`src/rtl/axi_fifo_wr_arb.sv`:
```
`default_nettype none
// ============================================================================
// Module   : axi_fifo_wr_arb
// Purpose  : Two-requester AXI write-channel arbiter in front of axi_fifo.
//            Exactly one write transaction (AW, W burst, B) is in flight at
//            a time. Round-robin grant is taken in IDLE and held until the
//            B handshake completes. The forwarded m_wlast is generated from
//            the captured awlen; a requester wlast that disagrees with it
//            raises the sticky proto_err flag.
// Ports    :
//   clk, rst                     clock / asynchronous active-high reset
//   s_awvalid/s_awready/s_aw     per-requester AW channel (2 lanes, packed)
//   s_wvalid/s_wready/s_wdata/
//   s_wstrb/s_wlast              per-requester W channel (2 lanes, packed)
//   s_bvalid/s_bready            per-requester B handshake
//   s_bid/s_bresp                shared B payload (qualified by s_bvalid)
//   m_aw/m_awvalid/m_awready     AW channel toward axi_fifo
//   m_wdata/m_wstrb/m_wlast/
//   m_wvalid/m_wready            W channel toward axi_fifo
//   m_bid/m_bresp/m_bvalid/
//   m_bready                     B channel from axi_fifo
//   proto_err                    sticky requester wlast/awlen disagreement
// AW lane packing: {awid, awaddr, awlen[7:0], awsize[2:0], awburst[1:0],
//                   awcache[3:0]}
// Revision : 1.0  initial release
// ============================================================================
module axi_fifo_wr_arb #(
  parameter  int ID_W   = 8,
  parameter  int ADDR_W = 32,
  parameter  int DATA_W = 32,
  localparam int STRB_W = DATA_W / 8,
  localparam int AW_W   = ID_W + ADDR_W + 17
) (
  input  logic                  clk,
  input  logic                  rst,
  // requester AW
  input  logic [1:0]            s_awvalid,
  output logic [1:0]            s_awready,
  input  logic [2*AW_W-1:0]     s_aw,
  // requester W
  input  logic [1:0]            s_wvalid,
  output logic [1:0]            s_wready,
  input  logic [2*DATA_W-1:0]   s_wdata,
  input  logic [2*STRB_W-1:0]   s_wstrb,
  input  logic [1:0]            s_wlast,
  // requester B
  output logic [1:0]            s_bvalid,
  input  logic [1:0]            s_bready,
  output logic [ID_W-1:0]       s_bid,
  output logic [1:0]            s_bresp,
  // downstream AW
  output logic [AW_W-1:0]       m_aw,
  output logic                  m_awvalid,
  input  logic                  m_awready,
  // downstream W
  output logic [DATA_W-1:0]     m_wdata,
  output logic [STRB_W-1:0]     m_wstrb,
  output logic                  m_wlast,
  output logic                  m_wvalid,
  input  logic                  m_wready,
  // downstream B
  input  logic [ID_W-1:0]       m_bid,
  input  logic [1:0]            m_bresp,
  input  logic                  m_bvalid,
  output logic                  m_bready,
  // status
  output logic                  proto_err
);

  // awlen sits above awcache[3:0], awburst[1:0], awsize[2:0]
  localparam int AWLEN_LSB = 9;

  typedef enum logic [1:0] {
    S_IDLE = 2'd0,
    S_ADDR = 2'd1,
    S_DATA = 2'd2,
    S_RESP = 2'd3
  } state_t;

  state_t      state_q,      state_d;
  logic        grant_q,      grant_d;
  logic        last_grant_q, last_grant_d;
  logic [7:0]  awlen_q,      awlen_d;
  logic [7:0]  beat_cnt_q,   beat_cnt_d;
  logic        proto_err_q,  proto_err_d;

  logic        last_beat;
  logic        aw_hs;
  logic        w_hs;
  logic        b_hs;

  // --------------------------------------------------------------------------
  // Payload muxes. These are steered by the held grant in every state; the
  // matching valid/ready qualifiers below decide whether they mean anything.
  // --------------------------------------------------------------------------
  assign m_aw    = grant_q ? s_aw[AW_W +: AW_W]        : s_aw[0 +: AW_W];
  assign m_wdata = grant_q ? s_wdata[DATA_W +: DATA_W] : s_wdata[0 +: DATA_W];
  assign m_wstrb = grant_q ? s_wstrb[STRB_W +: STRB_W] : s_wstrb[0 +: STRB_W];
  assign s_bid   = m_bid;
  assign s_bresp = m_bresp;

  assign proto_err = proto_err_q;

  // Burst length is owned by the captured awlen, never by requester wlast.
  assign last_beat = (beat_cnt_q == awlen_q);

  assign aw_hs = (state_q == S_ADDR) && s_awvalid[grant_q] && m_awready;
  assign w_hs  = (state_q == S_DATA) && s_wvalid[grant_q]  && m_wready;
  assign b_hs  = (state_q == S_RESP) && m_bvalid && s_bready[grant_q];

  // --------------------------------------------------------------------------
  // State register
  // --------------------------------------------------------------------------
  always_ff @(posedge clk or posedge rst) begin
    if (rst) begin
      state_q      <= S_IDLE;
      grant_q      <= 1'b0;
      last_grant_q <= 1'b1;    // requester 0 wins the first contention
      awlen_q      <= 8'd0;
      beat_cnt_q   <= 8'd0;
      proto_err_q  <= 1'b0;
    end else begin
      state_q      <= state_d;
      grant_q      <= grant_d;
      last_grant_q <= last_grant_d;
      awlen_q      <= awlen_d;
      beat_cnt_q   <= beat_cnt_d;
      proto_err_q  <= proto_err_d;
    end
  end

  // --------------------------------------------------------------------------
  // Next-state and handshake steering. All valid/ready outputs derive only
  // from state_q, so an asynchronous reset drops them in the same cycle.
  // --------------------------------------------------------------------------
  always_comb begin
    state_d      = state_q;
    grant_d      = grant_q;
    last_grant_d = last_grant_q;
    awlen_d      = awlen_q;
    beat_cnt_d   = beat_cnt_q;
    proto_err_d  = proto_err_q;

    s_awready    = 2'b00;
    s_wready     = 2'b00;
    s_bvalid     = 2'b00;
    m_awvalid    = 1'b0;
    m_wvalid     = 1'b0;
    m_wlast      = 1'b0;
    m_bready     = 1'b0;

    case (state_q)
      S_IDLE: begin
        if (|s_awvalid) begin
          // On contention the requester that was not served last wins;
          // otherwise the only requester present is granted.
          if (&s_awvalid) begin
            grant_d = ~last_grant_q;
          end else begin
            grant_d = s_awvalid[1];
          end
          state_d = S_ADDR;
        end
      end

      S_ADDR: begin
        m_awvalid           = s_awvalid[grant_q];
        s_awready[grant_q]  = m_awready;
        if (aw_hs) begin
          awlen_d    = m_aw[AWLEN_LSB +: 8];
          beat_cnt_d = 8'd0;
          state_d    = S_DATA;
        end
      end

      S_DATA: begin
        m_wvalid           = s_wvalid[grant_q];
        m_wlast            = last_beat;
        s_wready[grant_q]  = m_wready;
        if (w_hs) begin
          // 8-bit counter wraps naturally after a 256-beat burst.
          beat_cnt_d = beat_cnt_q + 8'd1;
          if (s_wlast[grant_q] != last_beat) begin
            proto_err_d = 1'b1;
          end
          if (last_beat) begin
            state_d = S_RESP;
          end
        end
      end

      S_RESP: begin
        s_bvalid[grant_q] = m_bvalid;
        m_bready          = s_bready[grant_q];
        if (b_hs) begin
          last_grant_d = grant_q;
          state_d      = S_IDLE;
        end
      end

      default: begin
        state_d = S_IDLE;
      end
    endcase
  end

endmodule
`default_nettype wire

```
`config.mk`:
```
export PLATFORM = sky130hd
export DESIGN_NAME = axi_fifo_wr_arb
export DESIGN_NICKNAME = d
export VERILOG_FILES = /design/src/rtl/axi_fifo_wr_arb.sv
export SDC_FILE = /design/constraint.sdc
export NUM_CORES = 1
export LEC_CHECK = 0
export ABC_AREA = 1
export CAP_MARGIN = 40
export CORE_AREA = 3 3 125 127
export CTS_CLUSTER_DIAMETER = 30
export DETAILED_ROUTE_END_ITERATION = 6
export DIE_AREA = 0 0 128 130
export GPL_TIMING_DRIVEN = 0
export MAX_ROUTING_LAYER = met4
export PLACE_DENSITY = 0.59
export SLEW_MARGIN = 20
export SYNTH_ARGS = -nofsm -noshare
export SYNTH_HDL_FRONTEND = slang
export SYNTH_SLANG_ARGS = --single-unit
export TNS_END_PERCENT = 10
```
`constraint.sdc`:
```
create_clock -name clk -period 3.9 [get_ports clk]
set_input_delay 0.78 -clock clk [delete_from_list [all_inputs] [get_ports clk]]
set_output_delay 0.78 -clock clk [all_outputs]
set_load 0.01 [all_outputs]
```
Yosys cells after proc, flatten, opt, wreduce, memory -nomap -nowiden. Index checks and enable logic that the tools add are counted.

Bits in registers: 21. Latch bits: 0. RAM bits: 0. Memory bits (read-only): 0. Logic and storage cells: 70. Memories: 0.

Add/sub/neg operators: 1. Multipliers: 0. Divide/modulo/power cells: 0. $lt $le $gt $ge: 2. Equal/unequal tests: 10. Shifts and indexed selects: 0. Multiplexer cells: 30. Bitwise gates (word level): 4. Reductions and logical operators: 17.

Operators with widths (count): $mux W57 (1); $mux W32 (1); $mux W2 (8); $mux W8 (2); $pmux W8 S2 (1); $mux W1 (14); $ne A2 B2 Y1 const B (5); $add A8 B1 Y8 const B (1); $eq A8 B8 Y1 (1); $pmux W2 S4 (1); $reduce_and A2 Y1 (4); $logic_and A1 B1 Y1 (7); $and A2 B2 Y2 (3); $reduce_and A3 Y1 (2); $reduce_and A5 Y1 (1); $eq A2 B2 Y1 const B (2); $mux W4 (1); $eq A2 B1 Y1 const B (1); $logic_not A2 Y1 (1); $lt A1 B2 Y1 const B (1); $reduce_bool A2 Y1 (1); $reduce_or A2 Y1 (1); $demux W1 S1 (1); $ge A1 B1 Y1 const B (1); 2 further kinds (2).

Logic depth before layout (Yosys ltp). Gate-level depths: netlist (run 1).

Depth in word-level cells: 6. Depth in mapped cells: 12. Gate-level depth less buffers: 11.

Worst setup path before layout (run 1). No wires, ideal clock.

Path kind: flip-flop to output port. Start: reg state_q[0]. End: out s_wready[0]. Data arrival time: 1.229 ns. Path slack: 1.891 ns. Stages on the path, launching flop included: 6. Cell sequence: dfrtp_1 > inv_1 > ha_1 > buf_4 > inv_1 > nor3_1.

Cells in the longest elaborated chain, start to end: 2.

RTL lines: from (decl) (RTL line 80) `state_t state_q, state_d;`; from (signal assigned) (RTL line 123) `state_q <= state_d;`; $eq A2 B2 Y1 (RTL line 152) `case (state_q)`; $mux W2 (RTL line 152); to (decl) (RTL line 42) `output logic [1:0] s_wready,`.

Every way passes these cells.

Final worst setup path (run 1).
Start: reg grant_q. End: out m_aw[45].

Cells in the longest elaborated chain, start to end: 1.

RTL lines: from (decl) (RTL line 81) `logic grant_q, grant_d;`; from (signal assigned) (RTL line 124) `grant_q <= grant_d;`; $mux W57 (RTL line 96) `assign m_aw = grant_q ? s_aw[AW_W +: AW_W] : s_aw[0 +: AW_W];`; to (decl) (RTL line 52) `output logic [AW_W-1:0] m_aw,`.

Every way passes these cells.

==> results of run 1 <==
-- power by group --
group | leakage, nW | internal, mW | switching (mW)
Sequential | 0.266 | 0.291 | 0.0554
Clock | 0.0409 | 0.138 | 0.0802
Combinational | 2.59 | 1.30 | 1.40
-- sequential cells by signal (all words and copies together), names as in the netlist --
signal,flops
awlen_q,8
beat_cnt_q,8
state_q,2
grant_q,1
last_grant_q,1
proto_err,1
-- per-stage QoR --
stage | power, mW | util [%] | hold WS [ns] | cell area (um^2) | cells
after CTS | 3.33 | 41.6 | 0.476 | 6050 | 999
final | 3.27 | 41.7 | 0.475 | 6060 | 1002
after global routing | 3.57 | 41.7 | 0.501 | 6060 | 1001
after detailed placement | 3.09 | 41.1 | 0.461 | 5970 | 995
after global placement | 3.10 | 41.0 | 0.461 | 5960 | 994
after floorplan | 1.63 | - | 0.466 | 2610 | 498
-- area by class of cell --
| cell class | count | area [um^2] |
|---|---|---|
| inverters | 22 | 82.6 |
| flip-flops and latches | 21 | 527 |
| diodes | 3 | 7.51 |
| clock buffers | 3 | 75.1 |
| fillers | 1507 | 8470 |
| plain buffers | 34 | 193 |
| multi-input cells | 421 | 1800 |
| well taps | 184 | 230 |
| repair buffers | 313 | 3140 |
| clock inverters | 1 | 5.00 |
-- routing by layer --
layer | share of wire (%) | routed length (um) | vias up
li1 | - | - | 2126
met1 | 41 | 5900 | 1660
met2 | 53 | 7620 | 134
met3 | 5.0 | 715 | 10
met4 | 0.83 | 119 | 0
met5 | 0 | 0 | -
-- critical path, delay by kind of cell (launching register included) --
kind / cells / cell delay [ns]
buffers and inverters: 4 / 1.55
flip-flops: 1 / 0.40
AND/OR/NAND/NOR: 2 / 0.18
-- worst max path at each step --
stage / slack, ns / end / startpoint / depth (start not counted)
global route: 0.48 / m_aw[43] / grant_q / 6
CTS: 0.56 / m_aw[45] / grant_q / 6
detailed placement: 0.84 / m_aw[45] / grant_q / 6
global placement: 0.85 / m_aw[45] / grant_q / 6
finish: 0.73 / m_aw[45] / grant_q / 6
floorplan: 1.89 / s_wready[0] / state_q[0] / 5
-- kinds of logic (layout without fill, tap and decap cells) --
group	count (synthesis)	count (layout)	synth area share, %
AO/OA/AOI/OAI	14	14	3.84
multiplexers	1	1	0.384
adder cells (fa/ha/maj)	6	6	2.88
other	0	3	0
flip-flops	21	21	20.2
AND/OR/NAND/NOR	395	395	60.4
buffers and inverters	56	373	10.6
XOR/XNOR	5	5	1.68
-- layout by cell type (no fill, tap or decap), types with 6 or more instances in the layout --
master           synthesis  layout
nand2_1                351     351
inv_1                   21      21
buf_1                    7       7
clkdlybuf4s50_1          0     312
o21ai_0                  6       6
nor3_1                   6       6
ha_1                     6       6
nand3b_1                 6       6
nand3_1                  8       8
nand2_2                  9       9
buf_4                   12      12
dfrtp_1                 20      20
nor2_1                   9       9
buf_2                   10      10
==> flow_summary.toml, run 1 <==
[routing]
drc = 0
wl_per_cell_um = 14.3
vias = 3930
first_pass_iters = 4
wl_um = 14400
drt_iter0_drc = 119
vias_per_cell = 3.92
drtAntennaViolNets = 0

[placement]
pre_cts_slack_ns = 0.840
hpwl_um = 12300
port_buffers = 312
gp_congestion = 0.779

[yosys]
synth_largest_area_cell = "nand2_1"
synth_area_um2 = 2600
yosysSeqAreaShare_pct = 20.2
synthMostInstantiatedCell = "nand2_1"
synthArstFlopShare_pct = 100
synth_nets = 713
synth_commonest_cells = "351 x nand2_1, 21 x inv_1, 20 x dfrtp_1"
ys_seq_elements = 21
synth_top_area_share_pct = 50.6
avgSynthCellArea_um2 = 5.23
synth_flop_cell = "dfrtp_1"
ys_types = 28
synthCells = 498
synth_enable_flop_cells = 0
synth_area_leaders = "nand2_1 51%, dfrtp_1 19%, buf_4 3.5%"
yosys_warnings = 0

[critical_path]
path_cells = "inv_2, buf_2, clkbuf_1, nand2_1, nand2_1, clkdlybuf4s50_1"
reg2regPathDepth = 12
crit_path_top_delay_cell = "clkdlybuf4s50_1"
critPathMaxFanout = 10
rrSetupSlack_ns = 2.13
end_kind = "output port"
worstPathArrival_ns = 2.39
start_kind = "flip-flop"
slowest_delay_ns = 0.57
rr_startpoint = "state_q[0]"
crit_top_cell = "nand2_1"
path_class = "flip-flop to output port"
critPathRequiredTime_ns = 3.12
r2r_end = "state_q[0]"

[min_path]
hold_start = "proto_err"
worstHoldPathType = "flip-flop to flip-flop"
hold-path-endpoint = "proto_err"
min_path_cells = 2

[clock_tree]
path_clk_slew_ns = 0.06
htree_levels = 1
cts_root_buf = "clkbuf_16"
insertion_delay_ns = 0.25
cts_post_setup_buffers_inserted = 0
cts_max_path_buffers = 2
cts.sinks = 21
cts_buffers = 3
cts_resized = 0
postCtsHoldBufs = 0
tritoncts = "yes"

[floorplanning]
initial_core_util_pct = 17.9
die_area_um2 = 16600
die_x_um = 128
num_rows = 44
core-area_um2 = 14500
top_level_ports = 323
die_h_um = 130

[timing]
finalSetupViolations = 0
worst_slew_pin_slew_ns = 0.601
drv_slew = 0
fin_ws_ns = 0.731
slew-limit-headroom_pct = 59.9
tns_ns = 0
min_period_ns = 3.17
hold_viol_final = 0
period_share_pct = 81.3
finClkSkew_ns = 0.00347
rsz0062_at_grt = "no"
fmax_mhz = 316

[power]
power_density_nw_per_um2 = 539
ir_worst_vdd_uv = 278
p_leak_nw = 2.90

[global_route]
grt_pass1_vias = 3790
grt_max_degree = 13
grt_pass1_wl_um = 20600
use_met2_pct = 28.9
grt_use_met3_pct = 2.46
antenna_found_initial = 2
grt-busiest-layer = "met2"
grt_overflow = 0
met1_usage_pct = 19.4
grt_usage_pct = 16.1

[run_status]
status = "finished clean"

[final_layout]
drive_gt1_share_pct = 5.89
syn_to_final_growth_pct = 133
nets = 1031

[run]
drv_cap = 0
No activity file was read; power rests on OpenSTA's default activity.
==> inputs of run 2 (changes only) <==
Clock period 3.9 ns to 3.05 ns, I/O delays scaled along.
==> run 2 against run 1 <==
Net effect:
- non-clock buffer count is the same
- utilization is essentially flat
- clock-buffer cell count is the same
- global-route usage about the same
- hold slack about the same
- combinational power increased by 29%
- first-iteration DRC count down 5.0%
- total power rose by 28%
- register-to-register slack got worse by 0.85 ns
- wire length is 0.31% higher
- cell count is the same
- critical path depth stayed put
- largest cell class unchanged
- largest power group unchanged
==> flow_summary.toml, run 2 (synthesized netlist as in run 1, its figures left out) <==
[critical_path]
rr_startpoint = "state_q[0]"
critPathRequiredTime_ns = 2.44
start_kind = "flip-flop"
reg2regPathDepth = 12
end_kind = "output port"
rrSetupSlack_ns = 1.28
worstPathArrival_ns = 2.27
path_class = "flip-flop to output port"
crit_start = "grant_q"
critPathMaxFanout = 10
r2r_end = "state_q[0]"

[power]
ir_worst_vdd_uv = 356
swShare_pct = 46.9
p_leak_nw = 2.91
design_power_total_mw = 4.19
combPwrFrac_pct = 82.8
p_sw_mw = 1.97
power_density_nw_per_um2 = 690
p_clk_share_pct = 6.7
intPower_mw = 2.22
seq_power_share_pct = 10.6

[clock_tree]
cts_buffers = 3
cts.sinks = 21
insertion_delay_ns = 0.25
cts_root_buf = "clkbuf_16"
postCtsHoldBufs = 0
path_clk_slew_ns = 0.06
tritoncts = "yes"
cts_max_path_buffers = 2
htree_levels = 1

[timing]
fmax_mhz = 347
finClkSkew_ns = 0.00351
period_share_pct = 94.5
finalSetupViolations = 0
slew-limit-headroom_pct = 65.5
min_period_ns = 2.88
rsz0062_at_grt = "no"
drv_slew = 0
tns_ns = 0
hold_viol_final = 0
worst_slew_pin_slew_ns = 0.517

[min_path]
min_path_cells = 2
hold-path-endpoint = "proto_err"
worstHoldPathType = "flip-flop to flip-flop"
hold_start = "proto_err"

[floorplanning]
die_x_um = 128
top_level_ports = 323
num_rows = 44
die_h_um = 130
initial_core_util_pct = 17.9
core-area_um2 = 14500
die_area_um2 = 16600

[final_layout]
syn_to_final_growth_pct = 133
ff_latch_area_um2 = 527
final_common_cell = "nand2_1"
reg_top3 = "awlen_q x8, beat_cnt_q x8, state_q x2"
fillers = 1509
drive_gt1_share_pct = 6.50
nets = 1031
final_cell_mix = "351 x nand2_1, 312 x clkdlybuf4s50_1, 21 x inv_1"
multi_input_area_um2 = 1800

[run_status]
status = "finished clean"

[global_route]
grt_pass1_vias = 3801
grt_pass1_wl_um = 20700
grt_usage_pct = 16.2
grt_overflow = 0
antenna_found_initial = 2
grt_max_degree = 13

[routing]
vias_per_cell = 3.94
drc = 0
vias = 3946
drt_iter0_drc = 113
first_pass_iters = 4
wl_per_cell_um = 14.4
drtAntennaViolNets = 0
wl_um = 14400

[run]
drv_cap = 0

[placement]
hpwl_um = 12300
gp_congestion = 0.779
port_buffers = 312
## run 2: cell count changes in the layout (fill, tap and decap cells not counted), sizes merged
cell	before	now
buf	31	29
clkbuf	7	9
## run 2: how the worst max path moves through the flow
stage             endpoint  cells after the start  slack, ns
3_5_place_dp      m_aw[45]                      6       0.16
3_3_place_gp      m_aw[45]                      6       0.17
6_report       m_wdata[15]                      6       0.17
2_1_floorplan  s_wready[0]                      5       1.21
5_1_grt        m_wdata[15]                      6      0.009
4_1_cts         m_wdata[3]                      6       0.06
## run 2: final cells by class
type | count | area share [%]
antenna | 3 | 0.124
buffer | 34 | 3.28
clock buffer | 3 | 1.24
clock inverter | 1 | 0.0825
inverter | 22 | 1.36
multi-input combinational | 421 | 29.7
sequential | 21 | 8.68
tap | 184 | 3.79
timing repair buffer | 313 | 51.7
## run 2: metrics by stage
stage               setup WS [ns]  area (um^2)  cells  util, %  hold WS [ns]
finish                      0.168         6070   1002     41.7         0.475
global placement            0.172         5960    994     41.0         0.461
floorplan                    1.21         2610    498        -         0.466
global route              0.00868         6060   1001     41.7         0.501
CTS                        0.0588         6060    999     41.7         0.476
detailed placement          0.160         5970    995     41.1         0.461
## run 2: repair_timing
item                                    CTS  global route
endpoints found under the setup margin   12             8
resized for setup                         2             4
hold endpoints to repair                  0             0
setup buffers                             0             0
## run 2: critical path, stage by stage (launching register included)
cell and delay [ns]:
dfrtp_1 0.40, inv_2 0.20, buf_2 0.29, buf_1 0.37
nand2_1 0.09, nand2_1 0.07, clkdlybuf4s50_1 0.59
## run 2: layer usage
layer  GRT usage (%)  routed length, um  part of all wire (%)  vias to the layer above
met5               -                  0                     0                        -
met1            19.4               5910                    41                     1673
met4            2.93                119                  0.83                        0
met3            2.46                735                   5.1                       10
met2            29.0               7630                    53                      138
li1                -                  -                     -                     2125
## run 2: power by group through the flow
stage | combinational, mW | sequential [mW] | clock (mW)
finish | 3.47 | 0.443 | 0.279
global route | 3.82 | 0.455 | 0.296
CTS | 3.53 | 0.442 | 0.285
global placement | 3.52 | 0.447 | 0
floorplan | 1.65 | 0.430 | 0
detailed placement | 3.50 | 0.445 | 0
==> inputs of run 3 (changes only) <==
Settings changed: ABC_CLOCK_PERIOD_IN_PS set to 3050.
==> results of run 3 <==
No change in the layout: final DEF, timing and power equal those of run 2.
